**src/rtl/masked_affine_pkg.sv**
```systemverilog
// Shared definitions for the masked affine layer: mode encodings, the
// polynomial-to-normal-basis row masks, the AES affine constant and the
// per-share 8-bit map used by every share lane.
package masked_affine_pkg;

  typedef enum logic [1:0] {
    MODE_BASIS  = 2'd0,
    MODE_AES    = 2'd1,
    MODE_BYPASS = 2'd2,
    MODE_RSVD   = 2'd3
  } mode_e;

  // ROW_IN[k] selects the input bits whose parity forms output bit k.
  localparam logic [7:0][7:0] ROW_IN = {
    8'hE7, 8'h71, 8'h63, 8'hE1, 8'h9B, 8'h01, 8'h61, 8'h4F
  };

  localparam logic [7:0] AES_C = 8'h63;

  // Linear map for one share. The AES constant is added only on share 0 so
  // the recombined value picks it up exactly once for any share count.
  function automatic logic [7:0] affine8(input logic [7:0] a,
                                         input mode_e      mode,
                                         input logic       is_share0);
    logic [7:0] b;
    b = a;
    case (mode)
      MODE_BASIS: begin
        for (int k = 0; k < 8; k++) begin
          b[k] = ^(a & ROW_IN[k]);
        end
      end
      MODE_AES: begin
        // Bit i collects a[i], a[i+4..i+7]: the rotate-right terms by 4..7.
        b = a ^ {a[3:0], a[7:4]} ^ {a[4:0], a[7:5]}
              ^ {a[5:0], a[7:6]} ^ {a[6:0], a[7]};
        if (is_share0) begin
          b = b ^ AES_C;
        end
      end
      default: b = a;
    endcase
    return b;
  endfunction

endpackage

```
**src/rtl/affine_share_map.sv**
```systemverilog
// Purpose : combinational GF(2) map of one 8-bit share (basis change, AES
//           affine or bypass); CONST_EN adds the AES constant on this lane.
// Ports   : a (share in), mode (map select), b (share out). Latency 0.
module affine_share_map
  import masked_affine_pkg::*;
#(
  parameter bit CONST_EN = 1'b0
) (
  input  logic [7:0] a,
  input  logic [1:0] mode,
  output logic [7:0] b
);

  assign b = affine8(a, mode_e'(mode), CONST_EN);

endmodule

```
**src/rtl/masked_affine_layer.sv**
```systemverilog
// Purpose : share-wise affine/basis map of a masked byte, optional mask
//           refresh, then a 2-entry skid buffer with registered in_ready.
// Latency : 1 cycle from input handshake to out_valid.
// Backpressure: output holds while out_valid & !out_ready; in_ready drops
//           (registered) once both entries are occupied.
// Ports   : in_valid/in_ready/in_mode/in_shares/rnd on the input side,
//           out_valid/out_ready/out_shares/out_mode on the output side.
module masked_affine_layer
  import masked_affine_pkg::*;
#(
  parameter int NSHARES = 2,
  parameter int REFRESH = 1
) (
  input  logic                       clk,
  input  logic                       rst_n,
  input  logic                       in_valid,
  output logic                       in_ready,
  input  logic [1:0]                 in_mode,
  input  logic [8*NSHARES-1:0]       in_shares,
  input  logic [8*(NSHARES-1)-1:0]   rnd,
  output logic                       out_valid,
  input  logic                       out_ready,
  output logic [8*NSHARES-1:0]       out_shares,
  output logic [1:0]                 out_mode
);

  localparam int SW = 8 * NSHARES;

  logic [SW-1:0] mapped;
  logic [SW-1:0] fresh;
  logic [7:0]    rnd_sum;

  // One independent lane per share; nothing here mixes shares.
  for (genvar gi = 0; gi < NSHARES; gi++) begin : g_share
    affine_share_map #(
      .CONST_EN (gi == 0)
    ) u_map (
      .a    (in_shares[8*gi +: 8]),
      .mode (in_mode),
      .b    (mapped[8*gi +: 8])
    );
  end

  // Refresh: each of the first NSHARES-1 shares takes its own rnd byte and
  // the last share takes the XOR of all of them, so the recombined value is
  // unchanged. The only cross-lane term is built from rnd alone.
  always_comb begin
    fresh   = mapped;
    rnd_sum = '0;
    if (REFRESH != 0) begin
      for (int i = 0; i < NSHARES - 1; i++) begin
        fresh[8*i +: 8] = mapped[8*i +: 8] ^ rnd[8*i +: 8];
        rnd_sum         = rnd_sum ^ rnd[8*i +: 8];
      end
      fresh[SW-1 -: 8] = mapped[SW-1 -: 8] ^ rnd_sum;
    end
  end

  // Skid buffer: the head entry is the output register itself, ent1 holds
  // the second beat. count is the number of valid entries.
  logic [1:0]    count;
  logic [1:0]    count_nxt;
  logic [SW-1:0] ent1_shares;
  logic [1:0]    ent1_mode;
  logic          push;
  logic          pop;

  assign out_valid = (count != 2'd0);
  assign push      = in_valid & in_ready;
  assign pop       = out_valid & out_ready;

  always_comb begin
    count_nxt = count;
    if (push && !pop) begin
      count_nxt = count + 2'd1;
    end else if (pop && !push) begin
      count_nxt = count - 2'd1;
    end
  end

  always_ff @(posedge clk or negedge rst_n) begin
    if (!rst_n) begin
      count       <= 2'd0;
      in_ready    <= 1'b0;
      out_shares  <= '0;
      out_mode    <= 2'd0;
      ent1_shares <= '0;
      ent1_mode   <= 2'd0;
    end else begin
      count    <= count_nxt;
      // Registered from next occupancy: no path from out_ready to in_ready.
      in_ready <= (count_nxt != 2'd2);
      if (push) begin
        // New beat goes straight to the head when the head is free or is
        // leaving this cycle; otherwise it parks in the second entry.
        if ((count == 2'd0) || ((count == 2'd1) && pop)) begin
          out_shares <= fresh;
          out_mode   <= in_mode;
        end else begin
          ent1_shares <= fresh;
          ent1_mode   <= in_mode;
        end
      end else if (pop && (count == 2'd2)) begin
        out_shares <= ent1_shares;
        out_mode   <= ent1_mode;
      end
    end
  end

endmodule

```
**config.mk**
```make
export PLATFORM = sky130hd
export DESIGN_NAME = masked_affine_layer
export DESIGN_NICKNAME = d
export VERILOG_FILES = /design/src/rtl/masked_affine_pkg.sv /design/src/rtl/affine_share_map.sv /design/src/rtl/masked_affine_layer.sv
export SDC_FILE = /design/constraint.sdc
export NUM_CORES = 1
export LEC_CHECK = 0
export ABC_AREA = 1
export BUFFER_PORTS_ARGS = -buffer_cell sky130_fd_sc_hd__buf_2
export CAP_MARGIN = 10
export CORE_ASPECT_RATIO = 2
export CORE_MARGIN = 5
export CORE_UTILIZATION = 63
export CTS_BUF_LIST = sky130_fd_sc_hd__clkbuf_16
export DETAILED_ROUTE_END_ITERATION = 7
export PLACE_DENSITY = 0.87
export SETUP_SLACK_MARGIN = 0.15
export SLEW_MARGIN = 20
export SYNTH_ARGS = -nofsm -noshare
export SYNTH_HDL_FRONTEND = slang
export SYNTH_SLANG_ARGS = --single-unit
```
**constraint.sdc**
```tcl
create_clock -name clk -period 2.5 [get_ports clk]
set_input_delay 0.125 -clock clk [delete_from_list [all_inputs] [get_ports clk]]
set_output_delay 0.125 -clock clk [all_outputs]
set_load 0.005 [all_outputs]
```
==> results.json, run 1 <==
{
  "drcViolationCount": 0,
  "clk_pin_slew_ns": 0.05,
  "cpMostUsedCell": "nand2_1",
  "start_util_pct": 65.0,
  "layout.nets": 630,
  "detail-route-antenna-nets": 0,
  "slowest_delay_ns": 0.43,
  "area_growth_syn_to_layout_pct": 10.5,
  "ff_latch_area_sq_um": 976,
  "placed_area_sq_um": 3580,
  "end_kind": "flip-flop",
  "pwr-share-comb_pct": 46.5,
  "finClkSkew_ns": 0.00237,
  "cp.required_ns": 2.66,
  "min_path_type": "in -> reg",
  "cts_root_buf": "clkbuf_16",
  "diodes": 0,
  "synth_area_sq_um": 3370,
  "grt_overflow": 0,
  "max_freq_ghz": 0.535,
  "syn_area_per_cell_sq_um": 6.05,
  "tightestPinTransition_ns": 0.823,
  "hold-worst-slack_ns": 0.169,
  "finalSetupViolCount": 0,
  "finalCriticalPeriod_ns": 1.87,
  "htreeDepth": 2,
  "drive_gt1_share_pct": 17.4,
  "rrSetupSlack_ns": 0.63,
  "synth_warnings": 0,
  "syn_inst": 557,
  "cp_top_family": "simple AND/OR/NAND/NOR gates",
  "die_area_sq_um": 7000,
  "place.port_buffers": 49,
  "drv_cap": 0,
  "design.core.area_sq_um": 5180,
  "cts_sinks": 39,
  "drt-total-wl_mm": 8.98,
  "hold_start": "rnd[5]",
  "vias_per_cell": 5.65,
  "vdd_drop_max_uv": 876,
  "grt_pass1_vias": 3510,
  "swShare_pct": 40.9,
  "drt-initial-drc-count": 173,
  "r2r_end": "out_shares[6]",
  "reg2reg_from": "in_ready",
  "cts_tree": "done",
  "yosysSeqAreaShare_pct": 28.9,
  "reg2reg_depth": 6,
  "ios": 50,
  "relSlewSlack_pct": 45.1,
  "firstDrtPassIters": 4,
  "die_y_um": 113,
  "vias": 3699,
  "worstSkewPairLatency_ns": 0.28,
  "grt_usage_pct": 27.1,
  "p_switching_uw": 1270,
  "fin_crit_sh_pct": 74.8,
  "leakagePower_uw": 0.00207,
  "power.share.clock_pct": 18.5,
  "crit_chain": "nand2_1 -> nand4_1 -> nand2_1 -> inv_2 -> a21oi_1 -> a21oi_2",
  "slowest_stage": "nand2_1",
  "ys_seq_elements": 39,
  "path_max_fanout": 31,
  "hold_viol_final": 0,
  "setup-tns-final_ns": 0,
  "fin_area_sq_um": 3720,
  "cts_buffers": 5,
  "multi_input_area_sq_um": 2080,
  "clock_tree.buffer_depth": 2,
  "wl_per_cell_um": 13.7,
  "power_frac_seq_pct": 35.0,
  "min_to": "ent1_shares[5]",
  "path_buf_inv": 1,
  "power.density_nw_per_um2": 835,
  "status": "finished clean",
  "synth_fp_nets": 590,
  "grt_max_degree": 40,
  "place_congestion": 0.943,
  "finalMaxSlewViolations": 0,
  "post_cts_resized": 0,
  "crit_path_start_kind": "flip-flop",
  "yosysUniqueCellTypes": 27,
  "hold_depth": 3,
  "dp.final_hpwl_mm": 7.13,
  "worstSetupPathType": "reg -> reg",
  "finalPower_uw": 3110,
  "rows": 37,
  "p_int_uw": 1840,
  "die_x_um": 61.7,
  "finalCoreUtilization_pct": 71.8,
  "arrival_ns": 2.03,
  "antenna_found_initial": 0,
  "n_fill_cell": 476,
  "grt_pass1_wl_mm": 14.8,
  "rsz0062_at_grt": "no"
}
==> how the worst max path moves through the flow <==
stage	start	end	depth (start not counted)
finish	in_ready	out_shares[6]	6
global route	in_ready	out_shares[8]	8
CTS	in_ready	out_shares[6]	6
detailed placement	in_ready	out_shares[6]	6
global placement	in_ready	out_shares[6]	6
floorplan	count[0]	out_shares[10]	10
==> placed cells by master (no fill, tap or decap) <==
master         count
a21oi_1           14
a21oi_2            1
a31oi_1            7
buf_2             49
buf_4              2
clkbuf_16          5
clkinv_1           1
clkinv_2           2
dfrtp_1           39
dlygate4sd3_1      1
ha_1               3
inv_1             41
inv_2             10
nand2_1          236
nand2_2           17
nand3_1           82
nand3_2            5
nand3b_1           2
nand4_1            8
nor2_1            34
nor2_2             5
nor2_4             2
o21ai_0            7
o21ai_1            7
o21ai_2            6
o22ai_1            1
xnor2_1            6
xor2_1             4
==> cell usage after synthesis <==
cell type / number / area share [%]
a21oi_1: 14 / 2.1
a21oi_2: 1 / 0.26
a31oi_1: 7 / 1.3
buf_2: 8 / 1.2
buf_4: 4 / 0.89
buf_6: 4 / 1.3
clkbuf_1: 3 / 0.33
clkinv_2: 1 / 0.15
dfrtp_1: 39 / 29
ha_1: 3 / 1.1
inv_1: 41 / 4.6
inv_2: 10 / 1.1
nand2_1: 236 / 26
nand2_2: 17 / 3.2
nand3_1: 82 / 12
nand3_2: 5 / 1.5
nand3b_1: 2 / 0.45
nand4_1: 8 / 1.5
nor2_1: 35 / 3.9
nor2_2: 4 / 0.74
nor2_4: 2 / 0.67
o21ai_0: 7 / 1.0
o21ai_1: 7 / 1.0
o21ai_2: 6 / 1.6
o22ai_1: 1 / 0.19
xnor2_1: 6 / 1.6
xor2_1: 4 / 1.0
==> metrics by stage <==
stage	setup WS [ns]	instances
floorplan	1.02	557
global placement	0.767	647
detailed placement	0.682	647
CTS	0.636	655
global route	0.451	655
finish	0.630	655
==> cells by family (layout without fill, tap and decap cells) <==
kind of cell,Yosys count,in the layout,share of synthesized area [%]
AND/OR/NAND/NOR,391,391,50.3
buffers and inverters,71,111,9.57
AO/OA/AOI/OAI,43,43,7.46
flip-flops,39,39,28.9
XOR/XNOR,10,10,2.60
adder cells (fa/ha/maj),3,3,1.11
==> tightest hold or removal path, delay by kind of cell <==
| family | cells | cell delay [ns] |
|---|---|---|
| buf+inv | 1 | 0.11 |
| simple gates | 1 | 0.08 |
| compound gates | 1 | 0.08 |
==> power groups by stage <==
stage,combinational [uW],sequential (uW),clock (uW)
after detailed placement,1420,1100,0
after global routing,1660,1120,612
after CTS,1450,1090,577
after global placement,1380,1080,0
after floorplan,1020,1090,0
final,1440,1090,576
==> final cells by class <==
cell class              count  area share [%]
clock buffers               5            3.36
clock inverters             2           0.235
inverters                  52            5.27
multi-input cells         447            55.7
flip-flops and latches     39            26.2
well taps                  58            1.95
repair buffers             52            7.26
==> sequential cells by signal (all words and copies together), names as in the netlist <==
signal	flops
ent1_shares	16
out_mode	2
count	2
ent1_mode	2
in_ready	1
out_shares	16
==> timing repair <==
item,CTS,global route
buffers inserted,0,0
hold endpoints to repair,39,0
setup endpoints to repair,0,0
hold buffers,1,0
==> per-layer routing <==
metal | wire (um) | global-route usage [%] | vias to the layer above
met5 | 0 | 0 | -
met4 | 482 | 16.6 | 0
met3 | 471 | 3.28 | 31
met2 | 4650 | 47.0 | 127
met1 | 3370 | 29.4 | 1681
li1 | - | - | 1860
(Power assumes the default switching activity.)
==> run 2, diff against run 1 <==
CORE_UTILIZATION = 58   (was 63)
PLACE_DENSITY = 0.81   (was 0.87)
clock period = 1.8 ns   (was 2.5 ns; I/O delays follow)
==> results.json, run 2 (synthesized netlist as in run 1, its figures left out) <==
{
  "firstDrtPassIters": 5,
  "final_common_cell": "nand2_1",
  "antenna_found_initial": 0,
  "area_growth_syn_to_layout_pct": 14.7,
  "crit_path_start_kind": "flip-flop",
  "cts_tree": "done",
  "grt_overflow": 0,
  "finalCoreUtilization_pct": 67.7,
  "drt-total-wl_mm": 9.20,
  "cts_buffers": 5,
  "cts_root_buf": "clkbuf_16",
  "drv_cap": 0,
  "die_y_um": 118,
  "leakagePower_uw": 0.00214,
  "max_freq_ghz": 0.648,
  "worstSetupPathType": "reg -> reg",
  "vias": 3647,
  "power.density_nw_per_um2": 1180,
  "detail-route-antenna-nets": 0,
  "die_x_um": 63.9,
  "finalCriticalPeriod_ns": 1.54,
  "cp.required_ns": 1.96,
  "arrival_ns": 1.70,
  "vdd_drop_max_uv": 1030,
  "min_path_type": "in -> reg",
  "drive_gt1_share_pct": 20.0,
  "worstSkewPairLatency_ns": 0.28,
  "rsz0062_at_grt": "no",
  "end_kind": "flip-flop",
  "vias_per_cell": 5.47,
  "relSlewSlack_pct": 64.3,
  "finalSetupViolCount": 0,
  "grt_max_degree": 32,
  "tightestPinTransition_ns": 0.536,
  "place_congestion": 0.957,
  "rrSetupSlack_ns": 0.26,
  "die_area_sq_um": 7530,
  "wl_per_cell_um": 13.8,
  "layout.nets": 638,
  "clock_tree.buffer_depth": 2,
  "setup-tns-final_ns": 0,
  "finClkSkew_ns": 0.00381,
  "fin_crit_sh_pct": 85.8,
  "start_util_pct": 59.1,
  "clk_pin_slew_ns": 0.05,
  "design.core.area_sq_um": 5710,
  "status": "finished clean",
  "finalMaxSlewViolations": 0,
  "rows": 39,
  "diodes": 0,
  "ios": 50,
  "hold_viol_final": 0,
  "layout_common_cells": "nand2_1 (233), nand3_1 (82), buf_2 (49)",
  "dp.final_hpwl_mm": 7.28,
  "grt_pass1_vias": 3374,
  "place.port_buffers": 49,
  "drcViolationCount": 0,
  "grt_pass1_wl_mm": 15.1,
  "cts_sinks": 39,
  "top_regs": "ent1_shares x16, out_shares x16",
  "path_max_fanout": 16,
  "grt_usage_pct": 24.4,
  "drt-initial-drc-count": 177,
  "htreeDepth": 2
}
run 2: changes by cell type in the layout (fill, tap and decap cells not counted), moves of 2 or more:
cell,before,now
nand2_1,236,233
buf_4,2,7
a21oi_1,14,12
a21oi_2,1,3
nand2_2,17,19
buf_12,0,2
run 2: area by class of cell:
class | count | area, sq um
Clock buffer | 5 | 125
Clock inverter | 3 | 12.5
Fill cell | 541 | 1840
Sequential cell | 39 | 976
Inverter | 52 | 199
Tap cell | 61 | 76.3
Multi-Input combinational cell | 447 | 2110
Timing Repair Buffer | 60 | 373
run 2: metal layers:
layer  vias to the layer above  GRT usage, %  share of wire [%]
met2                       114          40.9                 51
met5                         -             0                  0
met4                         0          17.9                7.5
li1                       1870             -                  -
met1                      1624          27.4                 37
met3                        39          2.58                4.2
run 2: worst max-delay path, stage by stage, from the launching register on:
cell and delay (ns):
dfrtp_1 0.43, inv_2 0.06, ha_1 0.21, inv_2 0.07, nand2_1 0.09, nand2_2 0.09
nand2_4 0.06, inv_4 0.09, buf_12 0.15, nor2_1 0.05, nand2_1 0.07, nand2_1 0.06
run 2: path summary, 6_finish.rpt:
path	start	to	cells past startpoint
max	count[0]	out_shares[12]	11
min	rnd[5]	ent1_shares[5]	3
max reg2reg	count[0]	out_shares[12]	11
min reg2reg	out_shares[8]	out_shares[8]	2
max in group asynchronous	rst_n	ent1_shares[3]	3
min in group asynchronous	rst_n	in_ready	2
run 2: where the power goes:
part	internal [uW]	switching, uW	leakage, uW
Clock	499	308	0.0000762
Combinational	902	1320	0.00159
Sequential	1320	207	0.000470
Total	2720	1840	0.00214
run 2: what timing repair did:
action	in CTS	in global routing
hold buffers	1	0
resized for setup	1	10
setup endpoints to repair	3	17
cloned	0	1
buffers inserted	0	1
endpoints found under the hold margin	23	0
pin swaps	0	1
run 2: through the flow:
step / hold WS, ns / area, sq um / total power (uW) / setup slack (ns) / cells
after floorplan: -0.206 / 3370 / 2930 / 0.318 / 557
after global placement: 0.0947 / 3650 / 3510 / 0.261 / 656
after detailed placement: 0.0978 / 3650 / 3600 / 0.158 / 656
after CTS: 0.106 / 3800 / 4450 / 0.187 / 665
after global routing: 0.134 / 3870 / 4950 / 0.132 / 667
final: 0.110 / 3870 / 4550 / 0.256 / 667
==> run 3, diff against run 2 <==
BUFFER_PORTS_ARGS = unset   (was -buffer_cell sky130_fd_sc_hd__buf_2)
CORE_UTILIZATION = 65   (was 58)
DONT_BUFFER_PORTS = 1   (was unset)
==> results.json, run 3 (synthesized netlist as in run 1, its figures left out) <==
{
  "status": "finished clean",
  "cts_tree": "done",
  "drv_cap": 0,
  "layout.cells.non_filler": 618,
  "vias": 3605,
  "drcViolationCount": 0,
  "fin_crit_sh_pct": 86.0,
  "multi_input_area_sq_um": 2090,
  "rrSetupSlack_ns": 0.25,
  "tightestPinTransition_ns": 0.425,
  "cp.required_ns": 1.96,
  "die_area_sq_um": 6820,
  "htreeDepth": 2,
  "hold_viol_final": 0,
  "grt_pass1_wl_mm": 16.0,
  "ff_latch_area_sq_um": 976,
  "fin_area_sq_um": 3680,
  "design.core.area_sq_um": 5090,
  "cts_sinks": 39,
  "hold_depth": 2,
  "ios": 50,
  "worstSetupPathType": "reg -> reg",
  "grt_overflow": 0,
  "clock_tree.buffer_depth": 2,
  "reg2reg_depth": 10,
  "detail-route-antenna-nets": 0,
  "die_x_um": 60.9,
  "grt_usage_pct": 30.1,
  "r2r_end": "out_shares[6]",
  "reg2reg_from": "count[0]",
  "crit_path_start_kind": "flip-flop",
  "grt_pass1_vias": 3572,
  "hold_start": "rnd[2]",
  "path_max_fanout": 4,
  "layout_common_cells": "nand2_1 (235), nand3_1 (82), inv_1 (40)",
  "drt-total-wl_mm": 9.48,
  "clk_pin_slew_ns": 0.06,
  "placed_area_sq_um": 3390,
  "finClkSkew_ns": 0.00416,
  "final_common_cell": "nand2_1",
  "top_regs": "ent1_shares x16, out_shares x16",
  "cpMostUsedCell": "nand2_1",
  "vdd_drop_max_uv": 947,
  "power.density_nw_per_um2": 1260,
  "start_util_pct": 66.2,
  "rows": 37,
  "min_to": "ent1_shares[10]",
  "arrival_ns": 1.71,
  "slowest_delay_ns": 0.40,
  "worstSkewPairLatency_ns": 0.28,
  "place_congestion": 0.972,
  "placed_cells": 602,
  "layout.nets": 592,
  "rsz0062_at_grt": "no",
  "wl_per_cell_um": 15.3,
  "die_y_um": 112,
  "dp.final_hpwl_mm": 7.25,
  "drt-initial-drc-count": 246,
  "grt_max_degree": 40,
  "vias_per_cell": 5.83,
  "relSlewSlack_pct": 71.6,
  "setup-tns-final_ns": 0,
  "area_growth_syn_to_layout_pct": 9.28,
  "max_freq_ghz": 0.646,
  "cts_buffers": 5,
  "finalPower_uw": 4660,
  "finalSetupViolCount": 0,
  "place.port_buffers": 0,
  "antenna_found_initial": 0,
  "end_kind": "flip-flop",
  "crit_chain": "inv_1 -> ha_1 -> inv_2 -> nand2_1 -> nand2_1 -> nand2_2 -> inv_4 -> buf_4 -> a21oi_1 -> a21oi_2",
  "leakagePower_uw": 0.00196,
  "diodes": 0,
  "finalCriticalPeriod_ns": 1.55,
  "cts_root_buf": "clkbuf_16",
  "firstDrtPassIters": 5,
  "finalMaxSlewViolations": 0,
  "min_path_type": "in -> reg",
  "slowest_stage": "dfrtp_1",
  "drive_gt1_share_pct": 12.7,
  "n_fill_cell": 418
}
run 3: changes by cell type in the layout (fill, tap and decap cells not counted), moves of 2 or more:
| cell | before | now |
|---|---|---|
| buf_2 | 49 | 0 |
| dlygate4sd3_1 | 1 | 4 |
| nand2_1 | 233 | 235 |
| bufinv_16 | 0 | 2 |
run 3: metal layers:
metal	global-route usage, %	part of all wire, %	wire (um)	vias up
met4	17.8	5.5	524	0
met3	4.99	5.8	553	35
met5	0	0	0	-
met2	51.8	52	4930	144
met1	32.8	37	3480	1650
li1	-	-	-	1776
run 3: power breakdown:
part | switching, uW | total, uW | internal (uW)
Combinational | 1210 | 1950 | 732
Clock | 337 | 1130 | 793
Sequential | 263 | 1580 | 1320
run 3: area by class of cell:
class / count / area share [%]
multi-input cells: 447 / 56.8
flip-flops and latches: 39 / 26.5
inverters: 52 / 5.40
repair buffers: 14 / 4.14
clock buffers: 5 / 3.40
well taps: 58 / 1.97
clock inverters: 3 / 1.83
run 3: worst max path at each step:
stage,start,endpoint,cells past startpoint
floorplan,count[0],out_shares[10],10
global placement,count[0],out_shares[4],11
detailed placement,count[0],out_shares[8],11
CTS,count[0],out_shares[8],11
global route,count[0],out_shares[13],11
finish,count[0],out_shares[6],10
run 3: stage by stage:
step           util (%)  setup WS [ns]  hold WS [ns]
6_report           72.4          0.253        0.0173
5_1_grt            72.4          0.154        0.0404
4_1_cts            71.9          0.187        0.0195
3_5_place_dp       66.6          0.131        -0.204
3_3_place_gp       66.6          0.251        -0.205
2_1_floorplan         -          0.318        -0.206
run 3: critical path: cells and delay by family (launching register included):
kind	cells	cell delay, ns
compound gates	2	0.25
fa+ha+maj	1	0.17
buf+inv	4	0.34
flops	1	0.40
simple gates	3	0.27
run 3: repair_timing:
item,in CTS,in global routing
resized for setup,1,6
buffers inserted,2,1
hold buffers,5,0
endpoints found under the hold margin,42,0
setup endpoints to repair,14,23
